--- config.mk ---
export PLATFORM = sky130hd
export DESIGN_NAME = pwm_dir_capture
export DESIGN_NICKNAME = d
export VERILOG_FILES = /design/src/rtl/pwm_dir_capture.sv
export SDC_FILE = /design/constraint.sdc
export NUM_CORES = 1
export LEC_CHECK = 0
export ABC_AREA = 1
export CAP_MARGIN = 20
export CORE_MARGIN = 5
export CORE_UTILIZATION = 50
export DETAILED_ROUTE_END_ITERATION = 10
export HOLD_SLACK_MARGIN = 0.05
export PLACE_DENSITY = 0.67
export SYNTH_ARGS = -nofsm -noshare
export SYNTH_HDL_FRONTEND = slang
export SYNTH_SLANG_ARGS = --single-unit
--- constraint.sdc ---
create_clock -name clk -period 2.8 [get_ports clk]
set_input_delay 0.56 -clock clk [delete_from_list [all_inputs] [get_ports clk]]
set_output_delay 0.56 -clock clk [all_outputs]
set_load 0.01 [all_outputs]
--- src/rtl/pwm_dir_capture.sv ---
// Receive-side decoder for the direction PWM link: measures high time and period
// of each frame, validates it and recovers the 8-bit direction command.
module pwm_dir_capture #(
  parameter int unsigned SYNC_STAGES = 2,
  parameter int unsigned CNT_W       = 12,
  parameter int unsigned MIN_HIGH    = 229,
  parameter int unsigned MAX_HIGH    = 371,
  parameter int unsigned PERIOD      = 607,
  parameter int unsigned PERIOD_TOL  = 8,
  parameter int unsigned TIMEOUT     = 2048,
  parameter logic [7:0]  RST_DATA    = 8'd150
) (
  input  logic       clk,
  input  logic       rst,
  input  logic       pwm_in,
  output logic [7:0] data_out,
  output logic       data_valid,
  output logic       frame_err,
  output logic       timeout
);

  typedef enum logic [1:0] {IDLE, HIGH, LOW} state_e;

  localparam logic [CNT_W-1:0] CNT_MAX = '1;
  localparam logic [CNT_W-1:0] HI_MIN  = CNT_W'(MIN_HIGH);
  localparam logic [CNT_W-1:0] HI_MAX  = CNT_W'(MAX_HIGH);
  localparam logic [CNT_W-1:0] TO_LIM  = CNT_W'(TIMEOUT);
  localparam logic [CNT_W-1:0] TO_PRE  = CNT_W'(TIMEOUT - 1);
  localparam logic [CNT_W:0]   P_MIN   = (CNT_W+1)'(PERIOD - PERIOD_TOL);
  localparam logic [CNT_W:0]   P_MAX   = (CNT_W+1)'(PERIOD + PERIOD_TOL);

  state_e                 state_q, state_d;
  logic [SYNC_STAGES-1:0] sync_q;
  logic                   pwm_s, pwm_q, rise, fall;
  logic [CNT_W-1:0]       hi_cnt_q, hi_cnt_d, lo_cnt_q, lo_cnt_d, to_cnt_q, to_cnt_d;
  logic                   to_hit, frame_done, accept;
  logic [CNT_W:0]         period;
  logic [7:0]             data_q;
  logic                   valid_q, err_q, tmo_q;

  // History flops reset high so a line already high at reset is not seen as a rise.
  always_ff @(posedge clk or negedge rst) begin
    if (!rst) begin
      sync_q <= '1;
      pwm_q  <= 1'b1;
    end else begin
      sync_q <= {sync_q[SYNC_STAGES-2:0], pwm_in};
      pwm_q  <= pwm_s;
    end
  end

  assign pwm_s = sync_q[SYNC_STAGES-1];
  assign rise  = pwm_s & ~pwm_q;
  assign fall  = ~pwm_s & pwm_q;

  // Any edge clears the idle counter, so an edge always beats a coincident timeout.
  always_comb begin
    to_cnt_d = to_cnt_q;
    to_hit   = 1'b0;
    if (rise || fall) begin
      to_cnt_d = '0;
    end else if (to_cnt_q != TO_LIM) begin
      to_cnt_d = to_cnt_q + 1'b1;
      to_hit   = (to_cnt_q == TO_PRE);
    end
  end

  always_ff @(posedge clk or negedge rst) begin
    if (!rst) begin
      state_q  <= IDLE;
      hi_cnt_q <= '0;
      lo_cnt_q <= '0;
      to_cnt_q <= '0;
    end else begin
      state_q  <= state_d;
      hi_cnt_q <= hi_cnt_d;
      lo_cnt_q <= lo_cnt_d;
      to_cnt_q <= to_cnt_d;
    end
  end

  always_comb begin
    state_d  = state_q;
    hi_cnt_d = hi_cnt_q;
    lo_cnt_d = lo_cnt_q;
    if (to_hit) begin
      state_d  = IDLE;
      hi_cnt_d = '0;
      lo_cnt_d = '0;
    end else begin
      unique case (state_q)
        IDLE: begin
          if (rise) begin
            hi_cnt_d = CNT_W'(1);
            lo_cnt_d = '0;
            state_d  = HIGH;
          end
        end
        HIGH: begin
          if (fall) begin
            lo_cnt_d = CNT_W'(1);
            state_d  = LOW;
          end else if (pwm_s && hi_cnt_q != CNT_MAX) begin
            hi_cnt_d = hi_cnt_q + 1'b1;
          end
        end
        LOW: begin
          if (rise) begin
            hi_cnt_d = CNT_W'(1);
            lo_cnt_d = '0;
            state_d  = HIGH;
          end else if (!pwm_s && lo_cnt_q != CNT_MAX) begin
            lo_cnt_d = lo_cnt_q + 1'b1;
          end
        end
        default: state_d = IDLE;
      endcase
    end
  end

  always_comb begin
    period     = {1'b0, hi_cnt_q} + {1'b0, lo_cnt_q};
    frame_done = (state_q == LOW) && rise && !to_hit;
    accept     = (hi_cnt_q >= HI_MIN) && (hi_cnt_q <= HI_MAX) &&
                 (period >= P_MIN) && (period <= P_MAX);
  end

  always_ff @(posedge clk or negedge rst) begin
    if (!rst) begin
      data_q  <= RST_DATA;
      valid_q <= 1'b0;
      err_q   <= 1'b0;
      tmo_q   <= 1'b0;
    end else begin
      valid_q <= frame_done && accept;
      err_q   <= frame_done && !accept;
      if (to_hit) begin
        data_q <= RST_DATA;
        tmo_q  <= 1'b1;
      end else if (frame_done && accept) begin
        data_q <= hi_cnt_q[8:1];
        tmo_q  <= 1'b0;
      end
    end
  end

  assign data_out   = data_q;
  assign data_valid = valid_q;
  assign frame_err  = err_q;
  assign timeout    = tmo_q;

endmodule

[Word-level counts from Yosys, hierarchy flattened]
Cells that the tools add are included.
Operators by class
  bitwise logic cells: 4
  reduce and logical (&&, ||, !) cells: 22
  $lt $le $gt $ge: 4
  add/subtract/negate cells: 4
  equal/unequal tests: 12
  mux-type cells: 23
Operators with widths (count)
  2-to-1 mux 12 bit: 11
  adder 12 x 1 -> 12 bit, second input constant: 3
  inequality test 12 bit, second input constant: 3
  one-hot mux 12 bit (3 select lines): 1
  one-hot mux 12 bit (2 select lines): 1
  2-to-1 mux 8 bit: 2
  adder 12 x 12 -> 13 bit: 1
  >= comparator 13 x 10 -> 1 bit, second input constant: 1
  less-or-equal comparator 13 x 10 -> 1 bit, second input constant: 1
  == test 12 x 11 -> 1 bit, second input constant: 1
  >= comparator 12 x 8 -> 1 bit, second input constant: 1
  less-or-equal comparator 12 x 9 -> 1 bit, second input constant: 1
  inequality test 3 bit, second input constant: 4
  logical AND 1 bit: 9
  AND reduction 4 bit: 2
  2-to-1 mux 2 bit: 3
  2-to-1 mux 1 bit: 4
  inequality test 4 bit, second input constant: 1
  one-hot mux 2 bit (2 select lines): 1
  nonzero test 2 bit: 2
  nonzero test 4 bit: 1
  logical NOT 1 bit: 3
  inequality test 3 x 1 -> 1 bit, second input constant: 1
  nonzero test 3 bit: 1
  8 further kinds: 10
Word-level totals
  bits in registers: 52
  logic and storage cells: 79
  bits of input ports: 3

[Depth between registers and ports, before layout]
Gate-level depths: netlist of run 1.
  depth in word-level cells: 9
  depth in mapped cells: 18
  mapped depth without buffers: 17

[Worst setup path after synthesis of run 1]
OpenSTA, ideal clock, no wires.
  path kind: register to register
  from: reg hi_cnt_q[0]
  to: reg tmo_q (netlist: timeout)
  setup slack: 0.659 ns
  library setup time: 0.120 ns
  data required time: 2.680 ns
  cell stages (with the launch flop): 17
  arrival: 2.022 ns
  clock period less this slack: 2.141 ns
  cells stage by stage: dfrtp_1 > ha_1 > inv_1 > fa_1 > inv_1 > nand3_1 > nand2_1 > nand2_1 > nand2_1 > nand2_1 > nand3_1 > nand3_1 > nor2_1 > nand4_1 > buf_2 > o21ai_0 > inv_1
Between the ends
  word-level cells in the longest chain between the ends: 6
  elaborated cells on any way between the ends: 10
  classes of those cells: add/sub: 1; order compare: 4; reduce/logical: 5
Ends and longest elaborated chain
  start: declaration: line 35  | logic [CNT_W-1:0] hi_cnt_q, hi_cnt_d, lo_cnt_q, lo_cnt_d, to_cnt_q, to_cnt_d;
  start signal: assignment: line 76  | hi_cnt_q <= hi_cnt_d;
  adder 12 x 12 -> 13 bit (tied with other cells): line 122  | period = {1'b0, hi_cnt_q} + {1'b0, lo_cnt_q};
  >= comparator 13 x 10 -> 1 bit / logical AND 1 bit (equally long branches): line 125, 124
  logical AND 1 bit: line 124  | accept = (hi_cnt_q >= HI_MIN) && (hi_cnt_q <= HI_MAX) &&
  logical AND 1 bit *: line 125  | (period >= P_MIN) && (period <= P_MAX);
  logical AND 1 bit *: line 140  | end else if (frame_done && accept) begin
  nonzero test 2 bit (no line) *
  end signal: assignment: line 133  | tmo_q <= 1'b0;
  end signal: assignment: line 139  | tmo_q <= 1'b1;
  end signal: assignment: line 142  | tmo_q <= 1'b0;
  end: declaration: line 39  | logic valid_q, err_q, tmo_q;
Every way passes the cells marked *; elsewhere a longest branch is shown, timed or not.
A chain may end at the register's enable or synchronous reset.

[Worst setup path in the final report of run 1]
  from: reg lo_cnt_q[0]
  to: reg data_q[0] (netlist: data_out[0])
Between the ends
  word-level cells in the longest chain between the ends: 6
  elaborated cells on any way between the ends: 7
  classes of those cells: add/sub: 1; order compare: 2; reduce/logical: 4
Ends and longest elaborated chain
  start: declaration: line 35
  start signal: assignment: line 77  | lo_cnt_q <= lo_cnt_d;
  adder 12 x 12 -> 13 bit *: line 122
  >= comparator 13 x 10 -> 1 bit: line 125
  logical AND 1 bit: line 124
  logical AND 1 bit *: line 125
  logical AND 1 bit *: line 140
  nonzero test 2 bit (no line) *
  end signal: assignment: line 141  | data_q <= hi_cnt_q[8:1];
  end: declaration: line 38  | logic [7:0] data_q;
Marked as above.

==> metrics.txt, run 1 <==
DR vias/cell=5.19; Worst setup EP type=flop; RePlAce Congestion=0.927; Tot GR Track Use=19.0%; CP most frequent cell=nand2_1; share of cells above drive strength 1=11.6%; clk sinks=52; CP required=3.06 ns; DRC=0; Hold WS=0.356 ns; PD cells=554 nW/um^2; die width=97.7 um; delay-heaviest family, CP=simple AND/OR/NAND/NOR gates; Critical Path Start=lo_cnt_q[0]; most frequent cells in the layout=nand2_1 (161), inv_1 (74), nor2_1 (46); final setup violation count=0; Inserted Diodes=0; CP Capture Point=data_out[0]; commonest non-fill, non-tap cell in the layout=nand2_1; Num CTS Buffers=5; reg-to-reg endpoint=data_out[0]; CP Launch Type=flop; post-synth net total=568; Die ar.=9540 um^2; clk buf depth=2; die height=97.7 um; Port Buffers=13; CP Cell Sequence=ha_1 -> inv_1 -> fa_1 -> inv_1 -> nand3_1 -> nand2_1 -> nand2_1 -> nand2_1 -> nand2_1 -> nand3_1 -> nand3_1 -> nor2_1 -> nand4_1 -> buf_4 -> inv_1 -> nand2_1 -> nand2_1; RSZ-0062 raised after global routing=no; synth top area cells=dfrtp_1 (29%), nand2_1 (16%), ha_1 (8.1%), inv_1 (7.2%), nand3_1 (5.7%); max cap viols=0; vias in the first global route=3,267; Max-slew headroom=56.0%; Leakage=0.00204 uW; yosys warns=0; Final Instance Area=4190 um^2; Placed Area=4100 um^2; CTS root buffer=clkbuf_8; WS Path Type=reg2reg; origin of the critical flop-to-flop path=lo_cnt_q[0]; Pins Over Slew Limit=0; area grow syn2layout=8.99%; core area=7610 um^2; Fill cells=726; Critical path buffers and inverters=4; status=finished clean; slowest stage cell, crit path=dfrtp_2; # H-tree levels=2; Synth Instances=539; overall routed net length=8.77 mm; arrival time worst endpoint=2.73 ns; leading area contributor after synthesis=dfrtp_1; antenna violations before repair=0; initial DRC count=193; sequential share of the synthesized area=34.1%; min Tclk post-route=2.48 ns; Yosys top cell area share=29.3%; fmax=0.403 GHz; Worst VDD drop=0.000367 V; Nets=586; Worst-Margin Slew=0.660 ns; #FFs+latches synth=52; total iterations of the first detailed-routing run=4; CTS tree=built; Starting Density=50.5%; Slowest Stage Delay on Critical Path=0.43 ns; clock latency on the worst-skew pair=0.31 ns; Hold Path Class=in2async; I/O pin total=14; TNS Setup=0 ns; synthesized area=3840 um^2; Fin. Hold Viols=0; Rows=32; setup bufs post-CTS=0; antenna-violating nets left=0; total vias in the final route=3,425; grt ovf=0; fin crit share=88.5%; reg2reg path depth=17; Mapped Avg Cell Area=7.13 um^2; crit path max fanout=11; detailed placer's ending HPWL=6.72 mm; Worst R2R Setup Slack=0.32 ns; clk slew on worst S/H paths=0.10 ns; clock skew=0.00979 ns; first-pass GRT wire length=15.2 mm; Crit path depth=17; WL per Instance=13.3 um; library cells used by synthesis=38; largest net degree at the start of global routing=53
## synthesized netlist by cell type (all sizes together)
library cell,number
a31oi,3
nand3,45
ha,25
dfrtp,45
nor4,4
nand3b,4
fa,1
buf,8
nor3b,4
nor3,15
nor2,51
inv,74
clkinv,1
o21ai,40
nand4,13
clkbuf,1
a21oi,14
dfstp,7
o32ai,1
o21bai,4
or2,5
nand2,167
o31ai,2
xor2,4
a211oi,1
## registers in the layout, indices dropped and copies added, names as in the netlist
name        flops
sync_q          2
pwm_q           1
data_valid      1
to_cnt_q       12
lo_cnt_q       12
hi_cnt_q       12
timeout         1
data_out        8
state_q         2
frame_err       1
## worst min-delay path by stage
stage / start / endpoint / slack [ns] / cells after the start
3_5_place_dp: sync_q[0] / sync_q[1] / 0.36 / 0
2_1_floorplan: rst / data_out[0] / 0.26 / 0
3_3_place_gp: sync_q[0] / sync_q[1] / 0.36 / 0
4_1_cts: sync_q[0] / sync_q[1] / 0.37 / 0
6_report: rst / lo_cnt_q[6] / 0.36 / 2
5_1_grt: sync_q[0] / sync_q[1] / 0.36 / 0
## metrics by stage
| stage | utilization [%] | setup WS [ns] | total power (uW) | cells |
|---|---|---|---|---|
| after floorplan | - | 0.659 | 1680 | 539 |
| after global placement | 53.8 | 0.387 | 1880 | 652 |
| after detailed placement | 53.8 | 0.287 | 1890 | 652 |
| after CTS | 55.0 | 0.264 | 2340 | 660 |
| after global routing | 55.0 | 0.0224 | 2500 | 660 |
| final | 55.0 | 0.321 | 2320 | 660 |
## cell families (layout without fill, tap and decap cells)
family | after synthesis | in the layout | synth area share [%]
xor gates and xnor gates | 4 | 4 | 0.912
adders and majority gates | 26 | 26 | 8.66
DFF | 52 | 52 | 34.1
and+or+nand+nor | 308 | 308 | 36.0
buffers and inverters | 84 | 103 | 8.99
AOI/OAI and AO/OA | 65 | 65 | 11.4
## per-layer routing
layer | wire [um] | track usage, %
met5 | 0 | 0
met4 | 134 | 5.54
met3 | 255 | 2.80
met2 | 4280 | 32.7
met1 | 4090 | 24.8
## timing repair
action / in CTS / in global routing
hold buffers: 0 / 0
setup endpoints to repair: 0 / 4
gates resized for setup: 0 / 2
hold endpoints to repair: 0 / 0
## final cells by class
class,count,area [um^2],area share [%]
timing repair buffer,20,190,4.54
tap,102,128,3.05
sequential,52,1310,31.3
multi-input combinational,403,2190,52.2
clock inverter,2,16.3,0.388
clock buffer,6,72.6,1.73
inverter,75,282,6.72
## power by group
group	total [uW]	internal (uW)	switching (uW)
logic	1000	312	688
registers	883	813	70.1
clock network	436	178	258
Note: power is estimated with default switching activity, not from simulation.
==> run 2, diff against run 1 <==
--- a/config.mk
+++ b/config.mk
@@ -7,7 +7,6 @@
 export LEC_CHECK = 0
 export ABC_AREA = 1
 export CAP_MARGIN = 20
-export CORE_MARGIN = 5
 export CORE_UTILIZATION = 50
 export DETAILED_ROUTE_END_ITERATION = 10
 export HOLD_SLACK_MARGIN = 0.05
==> run 2 against run 1 <==
Against the previous run: non-clock buffer count grew 3; worst setup slack worse by 0.011 ns; clock power rose by 24%; die area decreased by 16%; clock skew is 0.0046 ns lower; critical endpoint is now data_out[4].
==> metrics.txt, run 2 (synthesized netlist as in run 1, its figures left out) <==
Worst R2R Setup Slack=0.31 ns (about the same); final setup violation count=0 (unchanged); CTS tree=built; total vias in the final route=3,481 (+1.6%); Starting Density=52.4% (+1.9 points); Worst VDD drop=0.000366 V (-0.30%); most frequent cells in the layout=nand2_1 (161), inv_1 (74), nor2_1 (46); initial DRC count=170 (-12%); Clock Power Share=21.8% (+3.0 points); Hold Path Class=in2async; clk slew on worst S/H paths=0.10 ns (about the same); min Tclk post-route=2.49 ns (+0.0107 ns); die height=89.7 um (-8.2%); CTS root buffer=clkbuf_8; Leakage=0.00208 uW (+1.8%); I/O pin total=14 (unchanged); area grow syn2layout=10.3%; Sw Ratio=41.8% (-2.0 points); Final Instance Area=4240 um^2 (+1.2%); antenna violations before repair=0 (unchanged); combinational group share of total power=42.7% (-0.4 points); Fin. Hold Viols=0 (unchanged); origin of the critical flop-to-flop path=hi_cnt_q[0]; fin crit share=88.9% (+0.38 points); status=finished clean; setup bufs post-CTS=0 (unchanged); share of cells above drive strength 1=11.8% (+0.12 points); met3 usage=3.20% (+0.40 points); clock latency on the worst-skew pair=0.31 ns (about the same); Int Power=1440 uW (+11%); fmax=0.402 GHz (-0.43%); Num CTS Buffers=5 (unchanged); PD cells=585 nW/um^2 (+5.6%); RePlAce Congestion=0.895 (-3.4%); crit path max fanout=10 (-1); Die ar.=8040 um^2 (-16%); WL per Instance=13.4 um (+0.88%); Nets=589 (+0.51%); Top Registers=hi_cnt_q: 12 flops, lo_cnt_q: 12 flops, to_cnt_q: 12 flops; Inserted Diodes=0 (unchanged); arrival time worst endpoint=2.75 ns (+0.02 ns); met2 usage=40.0% (+7.3 points); DR vias/cell=5.27 (+1.6%); clk buf depth=2 (unchanged); multi-input logic area=2190 um^2 (unchanged); core area=7330 um^2 (-3.6%); Worst-Margin Slew=0.536 ns (-0.123 ns); max cap viols=0 (unchanged); total iterations of the first detailed-routing run=5 (+1); overall routed net length=8.85 mm (+0.88%); die width=89.7 um (-8.2%); reg2reg path depth=17 (unchanged); # H-tree levels=2 (unchanged); Switching Power=1040 uW (+2.0%); GR Layer Usage met1=33.4% (+8.6 points); CP required=3.06 ns (about the same); grt ovf=0 (unchanged); TNS Setup=0 ns (unchanged); DRC=0 (unchanged); busiest grt layer=met2; Hold WS=0.154 ns (-0.202 ns); first-pass GRT wire length=14.8 mm (-2.4%); WS Path Type=reg2reg; Fill cells=706 (-2.8%); commonest non-fill, non-tap cell in the layout=nand2_1; CP Launch Type=flop; largest net degree at the start of global routing=25 (-53%); vias in the first global route=3,184 (-2.5%); post-CTS sizing=0 (unchanged); sequential cell fraction of total power=35.6% (-2.5 points); reg-to-reg endpoint=data_out[4]; Pins Over Slew Limit=0 (unchanged); Max-slew headroom=64.0% (+7.9 points); CTS hold repair buffers=0 (unchanged); Placed Area=4130 um^2 (+0.76%); Worst setup EP type=flop; Rows=31 (-3.1%); antenna-violating nets left=0 (unchanged); clk sinks=52 (unchanged); detailed placer's ending HPWL=6.76 mm (+0.57%); CP Capture Point=data_out[4]; Tot GR Track Use=24.1% (+5.0 points); RSZ-0062 raised after global routing=no; Critical Path Start=hi_cnt_q[0]; clock skew=0.00515 ns (-0.00463 ns); Reg area=1310 um^2 (-0.19%); Port Buffers=13 (unchanged)
-- run 2: cell types whose count changed in the layout (fill, tap and decap cells not counted) --
cell and change:
dfrtp_2 -2, clkinv_4 -1, dfrtp_1 +2, buf_4 +2
bufinv_16 +1, inv_6 +1, clkinvlp_4 -1, buf_12 +1
-- run 2: critical path: stages, from the launching register on --
cell,delay (ns)
dfrtp_1,0.46
ha_1,0.22
inv_1,0.06
fa_1,0.35
inv_1,0.11
nand3_1,0.10
nand2_1,0.10
nand2_1,0.05
nand2_1,0.07
nand2_1,0.05
nand3_1,0.06
nand3_1,0.06
nor2_1,0.12
nand4_1,0.18
buf_4,0.23
nand2_2,0.08
nand2_1,0.05
nand2_1,0.06
-- run 2: through the flow --
stage	worst slack, ns	util (%)	cells	power, uW
6_report	0.310	57.8	660	2480
5_1_grt	0.0705	57.8	660	2660
4_1_cts	0.313	57.8	660	2500
3_5_place_dp	0.339	56.3	652	1950
3_3_place_gp	0.444	56.3	652	1940
2_1_floorplan	0.659	-	539	1680
-- run 2: worst min-delay path by stage --
stage | start | to | slack, ns | depth (start not counted)
after floorplan | rst | data_out[0] | 0.26 | 0
after global routing | rst | hi_cnt_q[2] | 0.17 | 1
final | rst | hi_cnt_q[0] | 0.15 | 1
after global placement | sync_q[0] | sync_q[1] | 0.35 | 0
after CTS | rst | hi_cnt_q[2] | 0.16 | 1
after detailed placement | sync_q[0] | sync_q[1] | 0.35 | 0
-- run 2: layer usage --
| metal | up-vias | wire length (um) |
|---|---|---|
| li1 | 1782 | - |
| met1 | 1626 | 4310 |
| met2 | 67 | 4150 |
| met3 | 6 | 333 |
| met4 | 0 | 55 |
| met5 | - | 0 |
-- run 2: cell type report --
| cell class | instances | share of cell area (%) |
|---|---|---|
| clock buffers | 6 | 1.71 |
| flip-flops and latches | 52 | 30.9 |
| multi-input cells | 403 | 51.6 |
| inverters | 75 | 6.64 |
| clock inverters | 2 | 0.915 |
| well taps | 99 | 2.92 |
| repair buffers | 23 | 5.31 |
-- run 2: power groups by stage --
stage                     clock network [uW]  registers (uW)  logic [uW]
after floorplan                            0             877         804
after global routing                     577             890        1190
after detailed placement                   0             896        1050
after global placement                     0             891        1050
after CTS                                558             882        1060
final                                    540             882        1060
